<file path="src/rtl/cvxif_pkg.sv">
// Shared CV-X-IF types: result payload, ID width and the core-side result classification.
package cvxif_pkg;

  localparam int unsigned X_ID_WIDTH  = 4;
  localparam int unsigned X_RFW_WIDTH = 32;

  typedef struct packed {
    logic [X_ID_WIDTH-1:0]  id;
    logic [X_RFW_WIDTH-1:0] data;
    logic [4:0]             rd;
    logic                   we;
    logic                   exc;
    logic [5:0]             exccode;
  } x_result_t;

  typedef enum logic [1:0] {
    RES_NORMAL,
    RES_KILL,
    RES_SPURIOUS
  } result_class_e;

  // A result for an ID that is not pending is spurious even if a kill targets it.
  function automatic result_class_e classify(input logic pending,
                                             input logic killed,
                                             input logic kill_fwd);
    if (!pending)               return RES_SPURIOUS;
    else if (killed || kill_fwd) return RES_KILL;
    else                        return RES_NORMAL;
  endfunction

endpackage

</file>
<file path="src/rtl/fifo_v3.sv">
// Synchronous FIFO with optional fall-through; push is ignored when full, pop when empty.
module fifo_v3 #(
  parameter bit          FALL_THROUGH = 1'b0,
  parameter int unsigned DATA_WIDTH   = 32,
  parameter int unsigned DEPTH        = 8,
  parameter type         dtype        = logic [DATA_WIDTH-1:0],
  parameter int unsigned ADDR_DEPTH   = (DEPTH > 1) ? $clog2(DEPTH) : 1
) (
  input  logic clk_i,
  input  logic rst_ni,
  input  logic flush_i,
  output logic full_o,
  output logic empty_o,
  input  dtype data_i,
  input  logic push_i,
  output dtype data_o,
  input  logic pop_i
);

  dtype                  mem_q [DEPTH];
  logic [ADDR_DEPTH-1:0] read_q;
  logic [ADDR_DEPTH-1:0] write_q;
  logic [ADDR_DEPTH:0]   count_q;
  logic                  is_empty;
  logic                  bypass;
  logic                  do_push;
  logic                  do_pop;

  assign is_empty = (count_q == '0);
  assign full_o   = (count_q == (ADDR_DEPTH+1)'(DEPTH));
  assign empty_o  = is_empty && !(FALL_THROUGH && push_i);
  assign bypass   = FALL_THROUGH && is_empty && push_i && pop_i;
  assign do_push  = push_i && !full_o && !bypass;
  assign do_pop   = pop_i && !empty_o && !bypass;
  assign data_o   = (FALL_THROUGH && is_empty) ? data_i : mem_q[read_q];

  always_ff @(posedge clk_i or negedge rst_ni) begin
    if (!rst_ni) begin
      read_q  <= '0;
      write_q <= '0;
      count_q <= '0;
      // NOTE: storage is reset so the head word reads all-zero out of reset; flush only moves pointers.
      mem_q   <= '{default: '0};
    end else if (flush_i) begin
      read_q  <= '0;
      write_q <= '0;
      count_q <= '0;
    end else begin
      if (do_push) begin
        mem_q[write_q] <= data_i;
        write_q <= (write_q == ADDR_DEPTH'(DEPTH-1)) ? '0 : write_q + ADDR_DEPTH'(1);
      end
      if (do_pop) begin
        read_q <= (read_q == ADDR_DEPTH'(DEPTH-1)) ? '0 : read_q + ADDR_DEPTH'(1);
      end
      if (do_push && !do_pop)      count_q <= count_q + (ADDR_DEPTH+1)'(1);
      else if (!do_push && do_pop) count_q <= count_q - (ADDR_DEPTH+1)'(1);
    end
  end

endmodule

</file>
<file path="src/rtl/cvxif_result_buffer.sv">
// Core-side CV-X-IF result stage: tracks offloaded IDs, drops killed/spurious results,
// and buffers the rest in order for the writeback port.
module cvxif_result_buffer
  import cvxif_pkg::*;
#(
  parameter int unsigned DEPTH  = 4,
  parameter int unsigned ID_NUM = 2**X_ID_WIDTH
) (
  input  logic                  clk_i,
  input  logic                  rst_ni,
  input  logic                  flush_i,
  input  logic                  issue_valid_i,
  input  logic [X_ID_WIDTH-1:0] issue_id_i,
  input  logic                  commit_valid_i,
  input  logic [X_ID_WIDTH-1:0] commit_id_i,
  input  logic                  commit_kill_i,
  input  logic                  x_result_valid_i,
  output logic                  x_result_ready_o,
  input  x_result_t             x_result_i,
  output logic                  wb_valid_o,
  input  logic                  wb_ready_i,
  output x_result_t             wb_result_o,
  output logic [X_ID_WIDTH:0]   outstanding_o,
  output logic                  spurious_o
);

  logic [ID_NUM-1:0]   pending_q, pending_d;
  logic [ID_NUM-1:0]   killed_q, killed_d;
  logic [X_ID_WIDTH:0] outstanding_q, outstanding_d;
  logic                spurious_q;
  result_class_e       res_class;
  logic                kill_fwd;
  logic                result_hs;
  logic                push;
  logic                pop;
  logic                fifo_full;
  logic                fifo_empty;
  x_result_t           head;

  // A kill commit in the same cycle as its result is forwarded so the result is not buffered.
  assign kill_fwd  = commit_valid_i && commit_kill_i && (commit_id_i == x_result_i.id);
  assign res_class = classify(pending_q[x_result_i.id], killed_q[x_result_i.id], kill_fwd);

  assign x_result_ready_o = !flush_i && (!fifo_full || (res_class != RES_NORMAL));
  assign result_hs        = x_result_valid_i && x_result_ready_o;
  assign push             = result_hs && (res_class == RES_NORMAL);
  assign wb_valid_o       = !fifo_empty;
  assign pop              = wb_valid_o && wb_ready_i;

  fifo_v3 #(
    .FALL_THROUGH (1'b0),
    .DEPTH        (DEPTH),
    .dtype        (x_result_t)
  ) i_result_fifo (
    .clk_i   (clk_i),
    .rst_ni  (rst_ni),
    .flush_i (flush_i),
    .full_o  (fifo_full),
    .empty_o (fifo_empty),
    .data_i  (x_result_i),
    .push_i  (push),
    .data_o  (head),
    .pop_i   (pop)
  );

  always_comb begin
    // NOTE: every variable gets a default first so no path leaves it unassigned (no latch).
    pending_d     = pending_q;
    killed_d      = killed_q;
    outstanding_d = '0;
    if (flush_i) begin
      pending_d = '0;
      killed_d  = '0;
    end else begin
      if (commit_valid_i && commit_kill_i && pending_q[commit_id_i]) begin
        killed_d[commit_id_i] = 1'b1;
      end
      if (result_hs && (res_class != RES_SPURIOUS)) begin
        pending_d[x_result_i.id] = 1'b0;
        killed_d[x_result_i.id]  = 1'b0;
      end
      // Issue is applied last so a same-cycle spurious result cannot undo it.
      if (issue_valid_i) begin
        pending_d[issue_id_i] = 1'b1;
        killed_d[issue_id_i]  = 1'b0;
      end
    end
    for (int i = 0; i < ID_NUM; i++) begin
      outstanding_d = outstanding_d + (X_ID_WIDTH+1)'(pending_d[i]);
    end
  end

  always_ff @(posedge clk_i or negedge rst_ni) begin
    if (!rst_ni) begin
      pending_q     <= '0;
      killed_q      <= '0;
      outstanding_q <= '0;
      spurious_q    <= 1'b0;
    end else begin
      // NOTE: state updates use non-blocking assignments so every flop samples pre-edge values.
      pending_q     <= pending_d;
      killed_q      <= killed_d;
      outstanding_q <= outstanding_d;
      spurious_q    <= result_hs && (res_class == RES_SPURIOUS);
    end
  end

  always_comb begin
    wb_result_o    = head;
    wb_result_o.we = head.we && wb_valid_o;
  end

  assign outstanding_o = outstanding_q;
  assign spurious_o    = spurious_q;

  issue_to_pending_id: assert property (
    @(posedge clk_i) disable iff (!rst_ni)
    (issue_valid_i && !flush_i) |-> !pending_q[issue_id_i]
  );

endmodule

</file>
<file path="config.mk">
export PLATFORM = sky130hd
export DESIGN_NAME = cvxif_result_buffer
export DESIGN_NICKNAME = d
export VERILOG_FILES = /design/src/rtl/cvxif_pkg.sv /design/src/rtl/fifo_v3.sv /design/src/rtl/cvxif_result_buffer.sv
export SDC_FILE = /design/constraint.sdc
export NUM_CORES = 1
export LEC_CHECK = 0
export CAP_MARGIN = 20
export CORE_AREA = 2 2 156 158
export DETAILED_ROUTE_END_ITERATION = 8
export DIE_AREA = 0 0 158 160
export DONT_BUFFER_PORTS = 1
export GPL_TIMING_DRIVEN = 0
export PLACE_DENSITY_LB_ADDON = 0.25
export SLEW_MARGIN = 20
export SYNTH_ARGS = -nofsm -noshare
export SYNTH_HDL_FRONTEND = slang
export SYNTH_SLANG_ARGS = --single-unit
</file>
<file path="constraint.sdc">
create_clock -name clk_i -period 6.7 [get_ports clk_i]
set_input_delay 1.34 -clock clk_i [delete_from_list [all_inputs] [get_ports clk_i]]
set_output_delay 1.34 -clock clk_i [all_outputs]
set_load 0.02 [all_outputs]
</file>
* Yosys cells after proc, flatten, opt, wreduce, memory -nomap -nowiden
Index checks and enable logic that the tools add are counted.
** Operators by class
- Add/subtract/negate cells :: 19
- Order comparisons :: 9
- Equality and inequality tests :: 6
- Muxes and demuxes :: 39
- Bitwise logic cells :: 10
- Reduce and logical (&&, ||, !) cells :: 32
** Operator list (count)
- 196-bit bitwise mux :: 1
- 16-bit 2-to-1 mux :: 10
- 49-bit 2-to-1 mux :: 3
- 49-bit binary-select mux with 2-bit select :: 1
- 49-bit demux with 2-bit select :: 1
- 5-bit by 1-bit adder with 5-bit output :: 11
- 16-bit AND :: 3
- 16-bit inverter :: 2
- 16-bit OR :: 2
- 1-bit logical AND :: 18
- 4-bit by 5-bit < comparator with 1-bit output, second input constant :: 3
- 2-bit 2-to-1 mux :: 7
- 1-bit binary-select mux with 4-bit select :: 3
- 1-bit demux with 4-bit select :: 3
- 4-bit by 1-bit greater-or-equal comparator with 1-bit output, second input constant :: 3
- 3-bit 2-to-1 mux :: 3
- 1-bit 2-to-1 mux :: 7
- 2-bit equality test, second input constant :: 3
- 3-bit greater-or-equal comparator, second input constant :: 2
- 2-bit inverter with 3-bit output :: 2
- 2-bit nonzero test :: 3
- 4-bit by 1-bit adder with 5-bit output :: 1
- 1-bit logical NOT :: 5
- 2-bit by 1-bit adder with 2-bit output, second input constant :: 2
- other kinds (15) :: 16
** Storage, ports and cells
- Register bits :: 241
- Input port bits :: 65
- Output and inout port bits :: 57
- Logic and storage cells :: 146

* Longest topological paths before layout
Gate-level depths: netlist of run 1.
- Depth after elaboration :: 30
- Mapped depth :: 20
- Mapped depth without buffers :: 18

* Hierarchy
A second synthesis of run 1 with hierarchy kept.
** Second synthesis, totals
- Cells, all modules :: 851
- Area, all modules :: 12055.3 µm²
** By module, submodules not included
- fifo_v3 :: times used 1, cells an instance 535, area each 9108.7 µm², seq. area each 5079.9 µm²
- cvxif_result_buffer :: times used 1, cells an instance 316, area each 2946.6 µm², seq. area each 950.9 µm²

* Worst setup path after synthesis of run 1
No wires, ideal clock.
- Path type :: input to register
- Start :: in x_result_i[46] in the netlist's numbering
- End :: reg outstanding_q[4], in the netlist outstanding_o[4]
- Setup time :: 119 ps
- Data arrival time :: 5846 ps
- Required time :: 6581 ps
- Slack :: 735 ps
- Stages on the path :: 16
- Buffers on the path :: 1
- Cells stage by stage :: buf_6 mux4_2 mux4_2 and2_4 o2111ai_2 o21ai_0 a21o_1 fa_1 fa_1 fa_1 fa_1 inv_1 ha_1 fa_1 a21oi_1 nor2b_1
** Between the ends
- Longest elaborated chain between the ends :: 30
- Elaborated cells between the ends (all ways) :: 42
- Those cells by class :: add/sub: 15; order compare: 2; eq/ne: 2; mux: 12; bitwise: 3; reduce/logical: 8
** Ends and longest elaborated chain
- from (decl) :: RTL line cvxif_result_buffer.sv:19 : input x_result_t x_result_i,
- 1-bit binary-select mux with 4-bit select or 4-bit equality test (tied branches) :: RTL line cvxif_result_buffer.sv:42, cvxif_result_buffer.sv:41
- 1-bit 2-to-1 mux (implied by the code) or 1-bit logical AND (tied branches) :: RTL line cvxif_result_buffer.sv:42, cvxif_result_buffer.sv:41
- 1-bit logical OR :: RTL line cvxif_pkg.sv:27 : else if (killed || kill_fwd) return RES_KILL;
- 1-bit 2-to-1 mux :: RTL line cvxif_pkg.sv:27
- 2-bit 2-to-1 mux :: RTL line cvxif_pkg.sv:26 : if (!pending) return RES_SPURIOUS;
- 2-bit nonzero test :: RTL line cvxif_result_buffer.sv:44 : assign x_result_ready_o = !flush_i && (!fifo_full || (res_class != RES_NORMAL));
- 1-bit logical OR :: RTL line cvxif_result_buffer.sv:44
- 1-bit logical AND :: RTL line cvxif_result_buffer.sv:44
- (+6 left out)
- 16-bit 2-to-1 mux * :: RTL line cvxif_result_buffer.sv:71 : if (flush_i) begin
- 1-bit by 1-bit adder with 2-bit output :: RTL line cvxif_result_buffer.sv:89 : outstanding_d = outstanding_d + (X_ID_WIDTH+1)'(pending_d[i]);
- 2-bit by 1-bit adder with 3-bit output :: RTL line cvxif_result_buffer.sv:89
- 3-bit by 1-bit adder with 4-bit output :: RTL line cvxif_result_buffer.sv:89
- 4-bit by 1-bit adder with 5-bit output :: RTL line cvxif_result_buffer.sv:89
- 5-bit by 1-bit adder with 5-bit output (10 in series) :: RTL line cvxif_result_buffer.sv:89
- 5-bit by 1-bit adder with 5-bit output * :: RTL line cvxif_result_buffer.sv:89
- via outstanding_d[4] :: RTL line cvxif_result_buffer.sv:29 : logic [X_ID_WIDTH:0] outstanding_q, outstanding_d;
- to (signal assigned) :: RTL line cvxif_result_buffer.sv:103 : outstanding_q <= outstanding_d;
- to (decl) :: RTL line cvxif_result_buffer.sv:29
The timed path passes the listed nets; every way through them passes the cells marked *. The select of a mux whose other input is x is not followed.
A chain may end at the register's enable or synchronous reset.

* Worst setup path in the final report of run 1
- Start :: in x_result_i[48] in the netlist's numbering
- End :: reg outstanding_q[4], in the netlist outstanding_o[4]
** Between the ends
- Elaborated cells between the ends (all ways) :: 42
- Those cells by class :: add/sub: 15; order compare: 2; eq/ne: 2; mux: 12; bitwise: 3; reduce/logical: 8
** RTL lines
- 1-bit binary-select mux with 4-bit select or 4-bit equality test (tied branches) :: RTL line cvxif_result_buffer.sv:42, cvxif_result_buffer.sv:41
- 1-bit 2-to-1 mux (implied by the code) or 1-bit logical AND (tied branches) :: RTL line cvxif_result_buffer.sv:42, cvxif_result_buffer.sv:41
- 1-bit logical OR :: RTL line cvxif_pkg.sv:27
- 1-bit 2-to-1 mux :: RTL line cvxif_pkg.sv:27
- 2-bit 2-to-1 mux :: RTL line cvxif_pkg.sv:26
- 2-bit nonzero test :: RTL line cvxif_result_buffer.sv:44
- 1-bit logical OR :: RTL line cvxif_result_buffer.sv:44
- 1-bit logical AND :: RTL line cvxif_result_buffer.sv:44
- (+2 left out)
- 16-bit 2-to-1 mux * :: RTL line cvxif_result_buffer.sv:78 : if (result_hs && (res_class != RES_SPURIOUS)) begin
- 16-bit 2-to-1 mux * :: RTL line cvxif_result_buffer.sv:71
- 16-bit OR (no source line)
- 16-bit 2-to-1 mux * :: RTL line cvxif_result_buffer.sv:83 : if (issue_valid_i) begin
- 16-bit 2-to-1 mux * :: RTL line cvxif_result_buffer.sv:71
- via pending_d[9] :: RTL line cvxif_result_buffer.sv:27 : logic [ID_NUM-1:0] pending_q, pending_d;
- 5-bit by 1-bit adder with 5-bit output * (7 in series) :: RTL line cvxif_result_buffer.sv:89
- via outstanding_d[4] :: RTL line cvxif_result_buffer.sv:29
Marked as above.

==> results of run 1 <==
## cell usage in the layout, fill, tap and decap left out, types with 15 or more instances in the layout
| cell type | count |
|---|---|
| inv_1 | 15 |
| clkbuf_1 | 28 |
| nor2_1 | 25 |
| mux4_2 | 60 |
| clkbuf_16 | 27 |
| a21oi_1 | 33 |
| nand2_1 | 23 |
| o21ai_0 | 15 |
| dfrtp_1 | 241 |
| mux2_4 | 30 |
| mux2_2 | 167 |
## synthesized netlist by cell type, types with 7 or more instances
master and number:
fa_1 11, mux2_2 167, mux2_4 30, a2111oi_0 9
mux4_2 60, and2_1 7, ha_1 10, a21o_1 11
a21oi_1 33, clkbuf_1 21, nor2_1 25, dfrtp_1 241
inv_1 15, nand2_1 23, buf_4 11, nor2b_1 10
o21ai_0 15
## per-layer routing
metal / part of all wire / wire length (microns)
met5: 0 / 0
met4: 0.022 / 592
met3: 0.075 / 2050
met1: 0.40 / 11000
met2: 0.50 / 13700
## worst paths after layout
kind / end / slack [ns] / cells after the start
max: outstanding_o[4]$_DFF_PN0_ / 0.64 / 17
min: i_result_fifo.mem_q[8]$_DFFE_PN0P_ / 0.49 / 1
max reg2reg: outstanding_o[4]$_DFF_PN0_ / 1.35 / 16
max in group asynchronous: spurious_o$_DFF_PN0_ / 5.71 / 0
min reg2reg: i_result_fifo.mem_q[8]$_DFFE_PN0P_ / 0.49 / 1
min in group asynchronous: i_result_fifo.mem_q[49]$_DFFE_PN0P_ / 0.53 / 0
## power breakdown
part | internal [mW] | switching, mW | leakage, nW
clock network | 0.854 | 0.571 | 0.421
registers | 1.53 | 0.0449 | 3.34
logic | 0.255 | 0.351 | 2.45
total | 2.64 | 0.967 | 6.21
## worst max-delay path, cell delays in order
cell       delay (ns)
buf_2            0.24
mux2_2           0.38
a222oi_1         0.38
a32oi_2          0.30
o2111ai_2        0.56
o21ai_0          0.19
a21oi_1          0.26
fa_1             0.45
inv_1            0.08
fa_1             0.43
fa_1             0.49
fa_1             0.50
inv_1            0.05
ha_1             0.20
fa_1             0.41
a21oi_1          0.16
nor2b_1          0.06
## cell families after synthesis
family	count (synthesis)	synth area share
multiplexers	264	0.322
flip-flops	241	0.517
AND/OR/NAND/NOR	94	0.0426
AO/OA/AOI/OAI	88	0.0520
buffers and inverters	67	0.0319
adder cells (fa/ha/maj)	21	0.0296
XOR/XNOR	6	0.00451
## sequential cells by signal, indices dropped and copies added, names as in the netlist
signal                 cells
i_result_fifo.write_q      2
killed_q                  16
outstanding_o              5
pending_q                 16
i_result_fifo.mem_q      196
spurious_o                 1
i_result_fifo.read_q       2
i_result_fifo.count_q      3
## metrics by stage
step,instances,power (mW),hold slack [ns]
6_report,1154,3.61,0.489
2_1_floorplan,781,2.08,0.459
5_1_grt,1154,3.76,0.502
4_1_cts,1153,3.64,0.492
3_5_place_dp,1105,2.21,0.479
3_3_place_gp,1105,2.18,0.468
## cell type report
class	count	area share
multi-input cells	473	0.406
inverters	15	0.00435
well taps	324	0.0313
repair buffers	1	0.00116
clock buffers	41	0.0617
flip-flops and latches	241	0.466
plain buffers	52	0.0244
clock inverters	7	0.00503
==> tab_implementation.tex, run 1 <==
\begin{tabular}{lr}
\hline
Metric & Value \\
\hline
\multicolumn{2}{l}{\textbf{Run status}} \\
Result of the run & finished clean \\
\multicolumn{2}{l}{\textbf{GRT}} \\
First-pass GRT wire length & between 40000 and 50000 microns \\
Met1 capacity usage during global routing & 0.277 \\
GRT Util Overall & 0.219 \\
Met2 Resource Use GR & 0.378 \\
Total grt overflow & 0 \\
Number of antenna violations at the first check in global routing & 0 \\
Most used routing layer & met2 \\
M3 GR Usage & 0.0624 \\
Via count of the first global-routing pass & 7699 \\
Maximum number of pins on one net before global-route repair & between 200 and 250 \\
\multicolumn{2}{l}{\textbf{Synth}} \\
Post-synthesis sequential element count & 241 \\
Ys Warns & 0 \\
Post-Synthesis Net Count & 867 \\
Proportion of netlist area held by the largest area contributor & 0.517 \\
Primary FF master, synth & dfrtp\_1 \\
Cell types with the largest area share after synthesis & dfrtp\_1 (52\%), mux2\_2 (16\%), mux4\_2 (12\%) \\
Share of synthesized flip-flops with an asynchronous set or reset & 1.00 \\
Synthesized netlist cell count & 781 \\
Number of synthesized flops with an enable pin & 0 \\
Cell type with the largest total area after synthesis & dfrtp\_1 \\
Mean area per synthesized cell & about 15 sq um \\
Unique masters post-synth & 50 \\
Sequential-to-total area share from yosys stat & 0.517 \\
Cell Area, Synth & around 0.012 sq mm \\
\multicolumn{2}{l}{\textbf{Floorplanning}} \\
DIE AREA & $\sim$0.025 sq mm \\
Die boundary height & 160 microns \\
Number of top-level pins & 122 \\
Initial core utilization & 0.490 \\
Core ar. & 0.0238 sq mm \\
X dimension of the die & 158 microns \\
Placement row count & 57 \\
\multicolumn{2}{l}{\textbf{Timing}} \\
Final critical-path share of the clock period & 0.905 \\
Minimum clock period after layout & around 6 ns \\
Clock skew after layout & 0.0157 ns \\
Final TNS setup & 0 ns \\
Final WS setup & 0.637 ns \\
Setup-violating endpoint count in the final report & 0 \\
Slew Viols, Final & 0 \\
Highest clock rate & 165 MHz \\
Hold Violations, Final & 0 \\
Pin slew with the least headroom to its limit & 0.955 ns \\
Worst slew margin & 0.364 \\
RSZ-0062 raised after global routing & no \\
\multicolumn{2}{l}{\textbf{Detailed routing}} \\
Aggregate routed wire length & 27300 microns \\
1st-pass router iterations & 7 \\
DRT iter0 DRCs & 495 \\
Detail Route Antenna Nets & 0 \\
Vias after detailed routing & 6880 \\
Average routed wire per standard cell & 23.7 microns \\
Ratio of routed vias to standard cells & 5.96 \\
Number of design rule violations left after detail routing & 0 \\
\multicolumn{2}{l}{\textbf{Critical path}} \\
Worst Setup End Kind & flip-flop \\
Origin of the worst setup path & x\_result\_i[48] \\
Largest driver fanout on the critical path & 9 \\
Required time of the critical path & 7.11 ns \\
Kind of start point of the critical path & input port \\
Arrival time at the worst endpoint & roughly 6.5 ns \\
Setup CP Type & in2reg \\
Origin of the critical flop-to-flop path & killed\_q[14]\$\_DFF\_PN0\_ \\
\multicolumn{2}{l}{\textbf{Clocking}} \\
Clk sink count & between 200 and 250 \\
Hold-fix buffer count after cts & 0 \\
CTS Buffer Depth & 3 \\
Clock input transition at the sequential cells of the worst setup and hold paths & 0.05 ns \\
Buffers inserted during post-CTS setup optimization & 0 \\
H-tree depth & 1 \\
Number of CTS-inserted buffers & 27 \\
Clock tree from TritonCTS & built \\
Post-cts repair resize count & 0 \\
Cell at the root of the clock tree & clkbuf\_16 \\
Worst-Skew Late Latency & 0.52 ns \\
\multicolumn{2}{l}{\textbf{Cells and area}} \\
Fillers & slightly below 2000 \\
Multi-input logic area & roughly 0.0053 sq mm \\
N\_diodes & 0 \\
\# nets final & 897 \\
Area added between synthesis and finish & 11.0\% \\
Post-layout utilization of the core & 0.544 \\
Final design area excluding fillers & 0.0129 sq mm \\
FF+latch area & roughly 0.0060 sq mm \\
Fraction of final layout cells sized beyond drive strength 1 & 0.406 \\
\multicolumn{2}{l}{\textbf{Placement}} \\
Setup Slack @ Placement & approximately 0.14 ns \\
Placer's final routability congestion estimate & 0.870 \\
Number of I/O port buffers & 0 \\
Placed Instance Area & 0.0121 sq mm \\
HPWL after DPL & 18900 microns \\
\multicolumn{2}{l}{\textbf{Pwr}} \\
Leak & 6.21 nW \\
Pwr per Cell Area & 279 mW/mm\^{}2 \\
Largest voltage drop on the vdd net & 0.166 mV \\
\multicolumn{2}{l}{\textbf{Hold path}} \\
Hold path startpoint & i\_result\_fifo.mem\_q[8]\$\_DFFE\_PN0P\_ \\
Class of the worst hold path & reg2reg \\
\multicolumn{2}{l}{\textbf{Run}} \\
Max Cap Violations & 0 \\
\hline
\end{tabular}
Power figures use the tool's default switching activity.
==> run 2: changes to the inputs <==
ABC_AREA = 1   (was not set)
CAP_MARGIN = 0   (was 20)
CORE_AREA = 2 2 160 162   (was 2 2 156 158)
DIE_AREA = 0 0 162 164   (was 0 0 158 160)
==> run 2 against run 1 <==
Area after synthesis increased by 5.4%. Worst hold slack lost 0.0043 ns. Die area up 5.1%. Via count up 27%. Critical path type unchanged. Highest routed layer unchanged.
==> tab_implementation.tex, run 2 <==
\begin{tabular}{lr}
\hline
Metric & Value \\
\hline
\multicolumn{2}{l}{\textbf{Run}} \\
Max Cap Violations & 0 (unchanged) \\
\multicolumn{2}{l}{\textbf{Placement}} \\
Number of I/O port buffers & 0 (unchanged) \\
HPWL after DPL & 21000 microns (+11\%) \\
Placer's final routability congestion estimate & 0.916 (+5.3\%) \\
Cell count after placement & 1532 (+39\%) \\
Placed Instance Area & 0.0127 sq mm (+5.3\%) \\
\multicolumn{2}{l}{\textbf{Pwr}} \\
Largest voltage drop on the vdd net & 0.241 mV (+46\%) \\
Leak & 6.46 nW (+4.1\%) \\
Power Total & 5.77 mW (+60\%) \\
Pwr per Cell Area & 426 mW/mm\^{}2 (+53\%) \\
\multicolumn{2}{l}{\textbf{Timing}} \\
RSZ-0062 raised after global routing & no \\
Slew Viols, Final & 0 (unchanged) \\
Highest clock rate & 159 MHz (-3.8\%) \\
Final TNS setup & 0 ns (unchanged) \\
Final critical-path share of the clock period & 0.940 (+0.0353) \\
Worst slew margin & 0.536 (+0.172) \\
Hold Violations, Final & 0 (unchanged) \\
Minimum clock period after layout & 6.30 ns (+0.237 ns) \\
Setup-violating endpoint count in the final report & 0 (unchanged) \\
Pin slew with the least headroom to its limit & 0.694 ns (-0.261 ns) \\
Clock skew after layout & 0.0195 ns (+0.00383 ns) \\
\multicolumn{2}{l}{\textbf{Critical path}} \\
Setup CP Type & in2reg \\
Origin of the critical flop-to-flop path & pending\_q[9]\$\_DFF\_PN0\_ \\
Worst Setup End Kind & flip-flop \\
Most common cell on crit path & nand2\_1 \\
Maximum cell stage delay along the critical path & 0.56 ns (about the same) \\
Kind of start point of the critical path & input port \\
Stages on worst setup path & 26 (+9) \\
Required time of the critical path & 7.12 ns (about the same) \\
Max stage delay cell, worst path & fa\_1 \\
Reg2reg path depth & 27 (+11) \\
Origin of the worst setup path & x\_result\_i[46] \\
CP top delay family & adder cells \\
Largest driver fanout on the critical path & 10 (+1) \\
Arrival time at the worst endpoint & 6.72 ns (+0.25 ns) \\
Buffer and inverter count on the worst path & 4 (+1) \\
\multicolumn{2}{l}{\textbf{Synth}} \\
Primary FF master, synth & dfrtp\_1 \\
Cell type with the largest total area after synthesis & dfrtp\_1 \\
Post-Synthesis Net Count & 1288 (+49\%) \\
Top cells by count, synth & dfrtp\_1 (241), nand2\_1 (178), nor2\_1 (164) \\
Synthesized netlist cell count & 1202 (+54\%) \\
Cell types with the largest area share after synthesis & dfrtp\_1 (49\%), mux2\_4 (9.8\%), mux2\_2 (8.2\%) \\
Most numerous cell in the Yosys netlist & dfrtp\_1 \\
Share of synthesized flip-flops with an asynchronous set or reset & 1.00 (unchanged) \\
Proportion of netlist area held by the largest area contributor & 0.490 (-0.0266) \\
Mean area per synthesized cell & 10.2 sq um (-31\%) \\
Sequential-to-total area share from yosys stat & 0.490 (-0.0266) \\
Cell Area, Synth & 0.0123 sq mm (+5.4\%) \\
Unique masters post-synth & 34 (-32\%) \\
Post-synthesis sequential element count & 241 (unchanged) \\
Ys Warns & 0 (unchanged) \\
Number of synthesized flops with an enable pin & 0 (unchanged) \\
\multicolumn{2}{l}{\textbf{Cells and area}} \\
Fraction of final layout cells sized beyond drive strength 1 & 0.193 (-0.213) \\
Number of standard cells in the layout, taps in and fillers out & 1575 (+36\%) \\
Largest registers & i\_result\_fifo.mem\_q: 196 flops, killed\_q: 16 flops, pending\_q: 16 flops \\
N\_diodes & 0 (unchanged) \\
Area added between synthesis and finish & 10.1\% \\
Number of flip-flops under the largest register name & 196 (unchanged) \\
FF+latch area & 0.00603 sq mm (unchanged) \\
Commonest cells after routing, fill and taps aside & dfrtp\_1 (241), nand2\_1 (178), nor2\_1 (164) \\
Final design area excluding fillers & 0.0135 sq mm (+4.6\%) \\
Largest register by flop count & i\_result\_fifo.mem\_q \\
Multi-input logic area & 0.00548 sq mm (+4.1\%) \\
Post-layout utilization of the core & 0.546 (+0.00208) \\
\# nets final & 1317 (+47\%) \\
Fillers & 2253 (+13\%) \\
Most common cell after layout, fill and taps aside & dfrtp\_1 \\
\multicolumn{2}{l}{\textbf{Floorplanning}} \\
Number of top-level pins & 122 (unchanged) \\
DIE AREA & 0.0266 sq mm (+5.1\%) \\
Placement row count & 58 (+1.8\%) \\
Initial core utilization & 0.495 (+0.00581) \\
Core ar. & 0.0248 sq mm (+4.2\%) \\
X dimension of the die & 162 microns (+2.5\%) \\
Die boundary height & 164 microns (+2.5\%) \\
\multicolumn{2}{l}{\textbf{Run status}} \\
Result of the run & finished clean \\
\multicolumn{2}{l}{\textbf{Detailed routing}} \\
Ratio of routed vias to standard cells & 5.57 (-6.6\%) \\
DRT iter0 DRCs & 678 (+37\%) \\
Number of design rule violations left after detail routing & 0 (unchanged) \\
Aggregate routed wire length & 31500 microns (+15\%) \\
Detail Route Antenna Nets & 0 (unchanged) \\
Average routed wire per standard cell & 20.0 microns (-16\%) \\
Vias after detailed routing & 8771 (+27\%) \\
1st-pass router iterations & 5 (-2) \\
\multicolumn{2}{l}{\textbf{Clocking}} \\
Buffers inserted during post-CTS setup optimization & 0 (unchanged) \\
Clk sink count & 241 (unchanged) \\
Clock input transition at the sequential cells of the worst setup and hold paths & 0.06 ns (about the same) \\
Worst-Skew Late Latency & 0.54 ns (+0.02 ns) \\
Cell at the root of the clock tree & clkbuf\_16 \\
CTS Buffer Depth & 3 (unchanged) \\
Number of CTS-inserted buffers & 27 (unchanged) \\
Hold-fix buffer count after cts & 0 (unchanged) \\
Post-cts repair resize count & 0 (unchanged) \\
Clock tree from TritonCTS & built \\
H-tree depth & 1 (unchanged) \\
\multicolumn{2}{l}{\textbf{GRT}} \\
First-pass GRT wire length & 49600 microns (+15\%) \\
Total grt overflow & 0 (unchanged) \\
GRT Util Overall & 0.239 (+0.0196) \\
Number of antenna violations at the first check in global routing & 0 (unchanged) \\
Via count of the first global-routing pass & 8973 (+17\%) \\
Maximum number of pins on one net before global-route repair & 242 (unchanged) \\
\multicolumn{2}{l}{\textbf{Hold path}} \\
Hold path startpoint & i\_result\_fifo.mem\_q[177]\$\_DFFE\_PN0P\_ \\
WHS Path Cells & 1 (unchanged) \\
Class of the worst hold path & reg2reg \\
\hline
\end{tabular}
-- run 2: changes by cell type after synthesis, moves of 50 or more --
cell / change
inv_1: +67
mux2_2: -77
o22ai_1: +51
nand2_1: +155
o21ai_0: +119
mux2_4: +50
nor2_1: +139
mux4_2: -60
-- run 2: cell type report --
type	instances	share of cell area
Sequential cell	241	0.445
Clock buffer	37	0.0549
Tap cell	330	0.0305
Clock inverter	6	0.00656
Buffer	63	0.0348
Multi-Input combinational cell	814	0.404
Inverter	84	0.0235
-- run 2: per-stage QoR --
stage | setup WS (ns) | hold WS, ns
finish | 0.400 | 0.485
detailed placement | -0.0665 | 0.474
global placement | -0.0556 | 0.463
floorplan | 0.838 | 0.452
global route | 0.125 | 0.485
CTS | 0.487 | 0.486
-- run 2: metal layers --
metal	wire length, microns	track usage	share of wire	up-vias
met2	15100	0.407	0.48	262
li1	-	-	-	4092
met3	1850	0.0419	0.059	66
met5	0	0	0	-
met4	869	0.0792	0.028	0
met1	13700	0.311	0.43	4351
-- run 2: final timing paths --
kind / end / slack [ns]
max: outstanding_o[4]$_DFF_PN0_ / 0.40
min: i_result_fifo.mem_q[177]$_DFFE_PN0P_ / 0.48
max reg2reg: outstanding_o[4]$_DFF_PN0_ / 1.45
min reg2reg: i_result_fifo.mem_q[177]$_DFFE_PN0P_ / 0.48
max in group asynchronous: i_result_fifo.mem_q[107]$_DFFE_PN0P_ / 5.83
min in group asynchronous: i_result_fifo.mem_q[30]$_DFFE_PN0P_ / 0.50
-- run 2: worst reg2reg max path, stage by stage (launching register included) --
cell and delay [ns]:
dfrtp_1 0.39, inv_1 0.08, nand2_1 0.05, nand2_1 0.07
nand2_1 0.05, nand2_1 0.06, nand2_1 0.04, nand2_1 0.07
inv_1 0.06, nand2_1 0.12, nor2_2 0.07, nand2_1 0.08
nand3_1 0.09, nor2_1 0.39, buf_2 0.32, nand3_1 0.13
nand2_1 0.10, a21oi_1 0.09, fa_1 0.56, inv_1 0.05
fa_1 0.53, fa_1 0.44, fa_1 0.49, inv_1 0.04
ha_1 0.20, fa_1 0.40, nand2_1 0.08, a21boi_0 0.07
-- run 2: logic make-up (layout without fill, tap and decap cells) --
kind of cell | after synthesis | count (layout) | share of synthesized area
compound gates | 225 | 225 | 0.0986
fa+ha+maj | 21 | 21 | 0.0281
xor+xnor | 2 | 2 | 0.00142
simple gates | 388 | 388 | 0.130
buf+inv | 147 | 190 | 0.0642
flops | 241 | 241 | 0.490
mux | 178 | 178 | 0.187
-- run 2: where the power goes --
group	switching (mW)	internal, mW	total, mW
clock	0.587	0.843	1.43
combinational	1.23	0.822	2.05
sequential	0.289	2.01	2.30
==> run 3: changes to the inputs <==
CORE_AREA = 2 2 179 146   (was 2 2 160 162)
DIE_AREA = 0 0 181 148   (was 0 0 162 164)
SLEW_MARGIN = not set   (was 20)
==> run 3 against run 2 <==
Final cell count is 0.44% lower. First-iteration DRC count is 3.5% lower. Count of clock-buffer cells in the layout stayed put. Clock skew hardly changed. Sequential power hardly changed. Largest power group unchanged. Highest routed layer unchanged.
==> tab_implementation.tex, run 3 (synthesized netlist as in run 2, its figures left out) <==
\begin{tabular}{lr}
\hline
Metric & Value \\
\hline
\multicolumn{2}{l}{\textbf{Hold path}} \\
Endpoint of the worst hold path & i\_result\_fifo.mem\_q[7]\$\_DFFE\_PN0P\_ \\
Class of the worst hold path & reg2reg \\
Hold path startpoint & i\_result\_fifo.mem\_q[7]\$\_DFFE\_PN0P\_ \\
WHS Path Cells & 1 (unchanged) \\
\multicolumn{2}{l}{\textbf{GRT}} \\
Most used routing layer & met1 \\
Maximum number of pins on one net before global-route repair & 242 (unchanged) \\
Number of antenna violations at the first check in global routing & 0 (unchanged) \\
GRT Util Overall & 0.241 (+0.00225) \\
M3 GR Usage & 0.0641 (+0.0221) \\
Total grt overflow & 0 (unchanged) \\
Via count of the first global-routing pass & 8869 (-1.2\%) \\
First-pass GRT wire length & 50600 microns (+2.0\%) \\
Met2 Resource Use GR & 0.353 (-0.0543) \\
Met1 capacity usage during global routing & 0.357 (+0.0455) \\
\multicolumn{2}{l}{\textbf{Cells and area}} \\
Largest registers & i\_result\_fifo.mem\_q: 196 flops, killed\_q: 16 flops, pending\_q: 16 flops \\
Commonest cells after routing, fill and taps aside & dfrtp\_1 (241), nand2\_1 (178), nor2\_1 (164) \\
Multi-input logic area & 0.00548 sq mm (unchanged) \\
Fraction of final layout cells sized beyond drive strength 1 & 0.195 (+0.00257) \\
Number of flip-flops under the largest register name & 196 (unchanged) \\
Most common cell after layout, fill and taps aside & dfrtp\_1 \\
Area added between synthesis and finish & 10.5\% \\
N\_diodes & 0 (unchanged) \\
FF+latch area & 0.00603 sq mm (unchanged) \\
\# nets final & 1316 (-0.076\%) \\
Largest register by flop count & i\_result\_fifo.mem\_q \\
Fillers & 2205 (-2.1\%) \\
Post-layout utilization of the core & 0.544 (-0.00185) \\
\multicolumn{2}{l}{\textbf{Floorplanning}} \\
Core ar. & 0.0250 sq mm (+0.67\%) \\
DIE AREA & 0.0268 sq mm (+0.83\%) \\
Placement row count & 52 (-10\%) \\
Die boundary height & 148 microns (-9.8\%) \\
Initial core utilization & 0.492 (-0.00328) \\
Number of top-level pins & 122 (unchanged) \\
X dimension of the die & 181 microns (+12\%) \\
\multicolumn{2}{l}{\textbf{Clocking}} \\
Number of CTS-inserted buffers & 26 (-3.7\%) \\
Clock tree from TritonCTS & built \\
Post-cts repair resize count & 0 (unchanged) \\
Worst-Skew Late Latency & 0.53 ns (about the same) \\
Clk sink count & 241 (unchanged) \\
Cell at the root of the clock tree & clkbuf\_16 \\
Clock input transition at the sequential cells of the worst setup and hold paths & 0.06 ns (about the same) \\
CTS Buffer Depth & 3 (unchanged) \\
Hold-fix buffer count after cts & 0 (unchanged) \\
H-tree depth & 1 (unchanged) \\
Buffers inserted during post-CTS setup optimization & 0 (unchanged) \\
\multicolumn{2}{l}{\textbf{Critical path}} \\
Worst flop-to-flop path endpoint & outstanding\_o[4]\$\_DFF\_PN0\_ \\
Most common cell on crit path & nand2\_1 \\
Worst Setup End Kind & flip-flop \\
Maximum cell stage delay along the critical path & 0.57 ns (about the same) \\
Setup CP Type & in2reg \\
Worst reg-to-reg setup slack & 1.37 ns (-0.08 ns) \\
Largest driver fanout on the critical path & 10 (unchanged) \\
Arrival time at the worst endpoint & 6.70 ns (-0.02 ns) \\
Kind of start point of the critical path & input port \\
Reg2reg path depth & 27 (unchanged) \\
Required time of the critical path & 7.10 ns (-0.02 ns) \\
Origin of the critical flop-to-flop path & pending\_q[13]\$\_DFF\_PN0\_ \\
Max stage delay cell, worst path & fa\_1 \\
\multicolumn{2}{l}{\textbf{Detailed routing}} \\
Detail Route Antenna Nets & 0 (unchanged) \\
Aggregate routed wire length & 31900 microns (+1.5\%) \\
Vias after detailed routing & 8821 (+0.57\%) \\
Ratio of routed vias to standard cells & 5.63 (+1.0\%) \\
Number of design rule violations left after detail routing & 0 (unchanged) \\
Average routed wire per standard cell & 20.4 microns (+1.9\%) \\
1st-pass router iterations & 5 (unchanged) \\
DRT iter0 DRCs & 654 (-3.5\%) \\
\multicolumn{2}{l}{\textbf{Timing}} \\
Final critical-path share of the clock period & 0.939 (-0.000957) \\
Clock skew after layout & 0.0195 ns (-0.0000509 ns) \\
Worst slew margin & 0.546 (+0.0102) \\
Pin slew with the least headroom to its limit & 0.681 ns (-0.0127 ns) \\
Highest clock rate & 159 MHz (+0.10\%) \\
RSZ-0062 raised after global routing & no \\
Hold Violations, Final & 0 (unchanged) \\
Setup-violating endpoint count in the final report & 0 (unchanged) \\
Slew Viols, Final & 0 (unchanged) \\
Minimum clock period after layout & 6.29 ns (-0.00641 ns) \\
\multicolumn{2}{l}{\textbf{Pwr}} \\
Power Total & 5.84 mW (+1.2\%) \\
Pwr per Cell Area & 430 mW/mm\^{}2 (+0.83\%) \\
Largest voltage drop on the vdd net & 0.235 mV (-2.8\%) \\
Leak & 6.50 nW (+0.58\%) \\
\multicolumn{2}{l}{\textbf{Run status}} \\
Result of the run & finished clean \\
\multicolumn{2}{l}{\textbf{Run}} \\
Max Cap Violations & 0 (unchanged) \\
\multicolumn{2}{l}{\textbf{Placement}} \\
HPWL after DPL & 22100 microns (+5.0\%) \\
Number of I/O port buffers & 0 (unchanged) \\
Placer's final routability congestion estimate & 0.998 (+8.9\%) \\
\hline
\end{tabular}
[run 3: changes by cell type in the layout (fill, tap and decap cells not counted)]
cell,delta
bufinv_16,+1
clkbuf_1,-4
clkbuf_8,+4
clkinv_2,+1
clkinvlp_4,-2
inv_6,-1
[run 3: where the power goes]
part           internal (mW)  switching (mW)
clock                  0.917           0.568
combinational          0.822            1.23
sequential              2.01           0.293
[run 3: worst max-delay path by stage]
stage / endpoint / slack [ns] / startpoint / cells past startpoint
finish: outstanding_o[4]$_DFF_PN0_ / 0.41 / x_result_i[45] / 27
global route: outstanding_o[4]$_DFF_PN0_ / 0.11 / x_result_i[45] / 27
CTS: outstanding_o[4]$_DFF_PN0_ / 0.49 / x_result_i[45] / 27
detailed placement: outstanding_o[4]$_DFF_PN0_ / -0.02 / x_result_i[45] / 27
global placement: outstanding_o[4]$_DFF_PN0_ / -0.004 / x_result_i[45] / 27
floorplan: outstanding_o[2]$_DFF_PN0_ / 0.84 / x_result_i[45] / 26
[run 3: through the flow]
| stage | area, sq um | setup WS, ns | hold WS, ns | TNS [ns] | instances |
|---|---|---|---|---|---|
| after floorplan | 12300 | 0.838 | 0.452 | 0 | 1202 |
| after global placement | 12700 | -0.00392 | 0.465 | -0.00392 | 1526 |
| after detailed placement | 12700 | -0.0169 | 0.474 | -0.0335 | 1526 |
| after CTS | 13600 | 0.490 | 0.488 | 0 | 1568 |
| after global routing | 13600 | 0.107 | 0.502 | 0 | 1568 |
| final | 13600 | 0.406 | 0.483 | 0 | 1568 |
[run 3: layer usage]
metal / vias to the layer above / part of all wire
li1: 4102 / -
met1: 4359 / 0.46
met2: 313 / 0.43
met3: 47 / 0.091
met4: 0 / 0.022
met5: - / 0
[run 3: critical path: cells and delay by family]
kind,cells,cell delay [ns]
compound gates,2,0.17
fa+ha+maj,6,2.66
buf+inv,5,0.65
simple gates,14,1.85
[run 3: cell type report]
type                            instances  share of cell area
Inverter                               84              0.0234
Multi-Input combinational cell        814               0.403
Tap cell                              324              0.0298
Sequential cell                       241               0.444
Clock inverter                          5             0.00737
Clock buffer                           37              0.0577
Buffer                                 63              0.0347
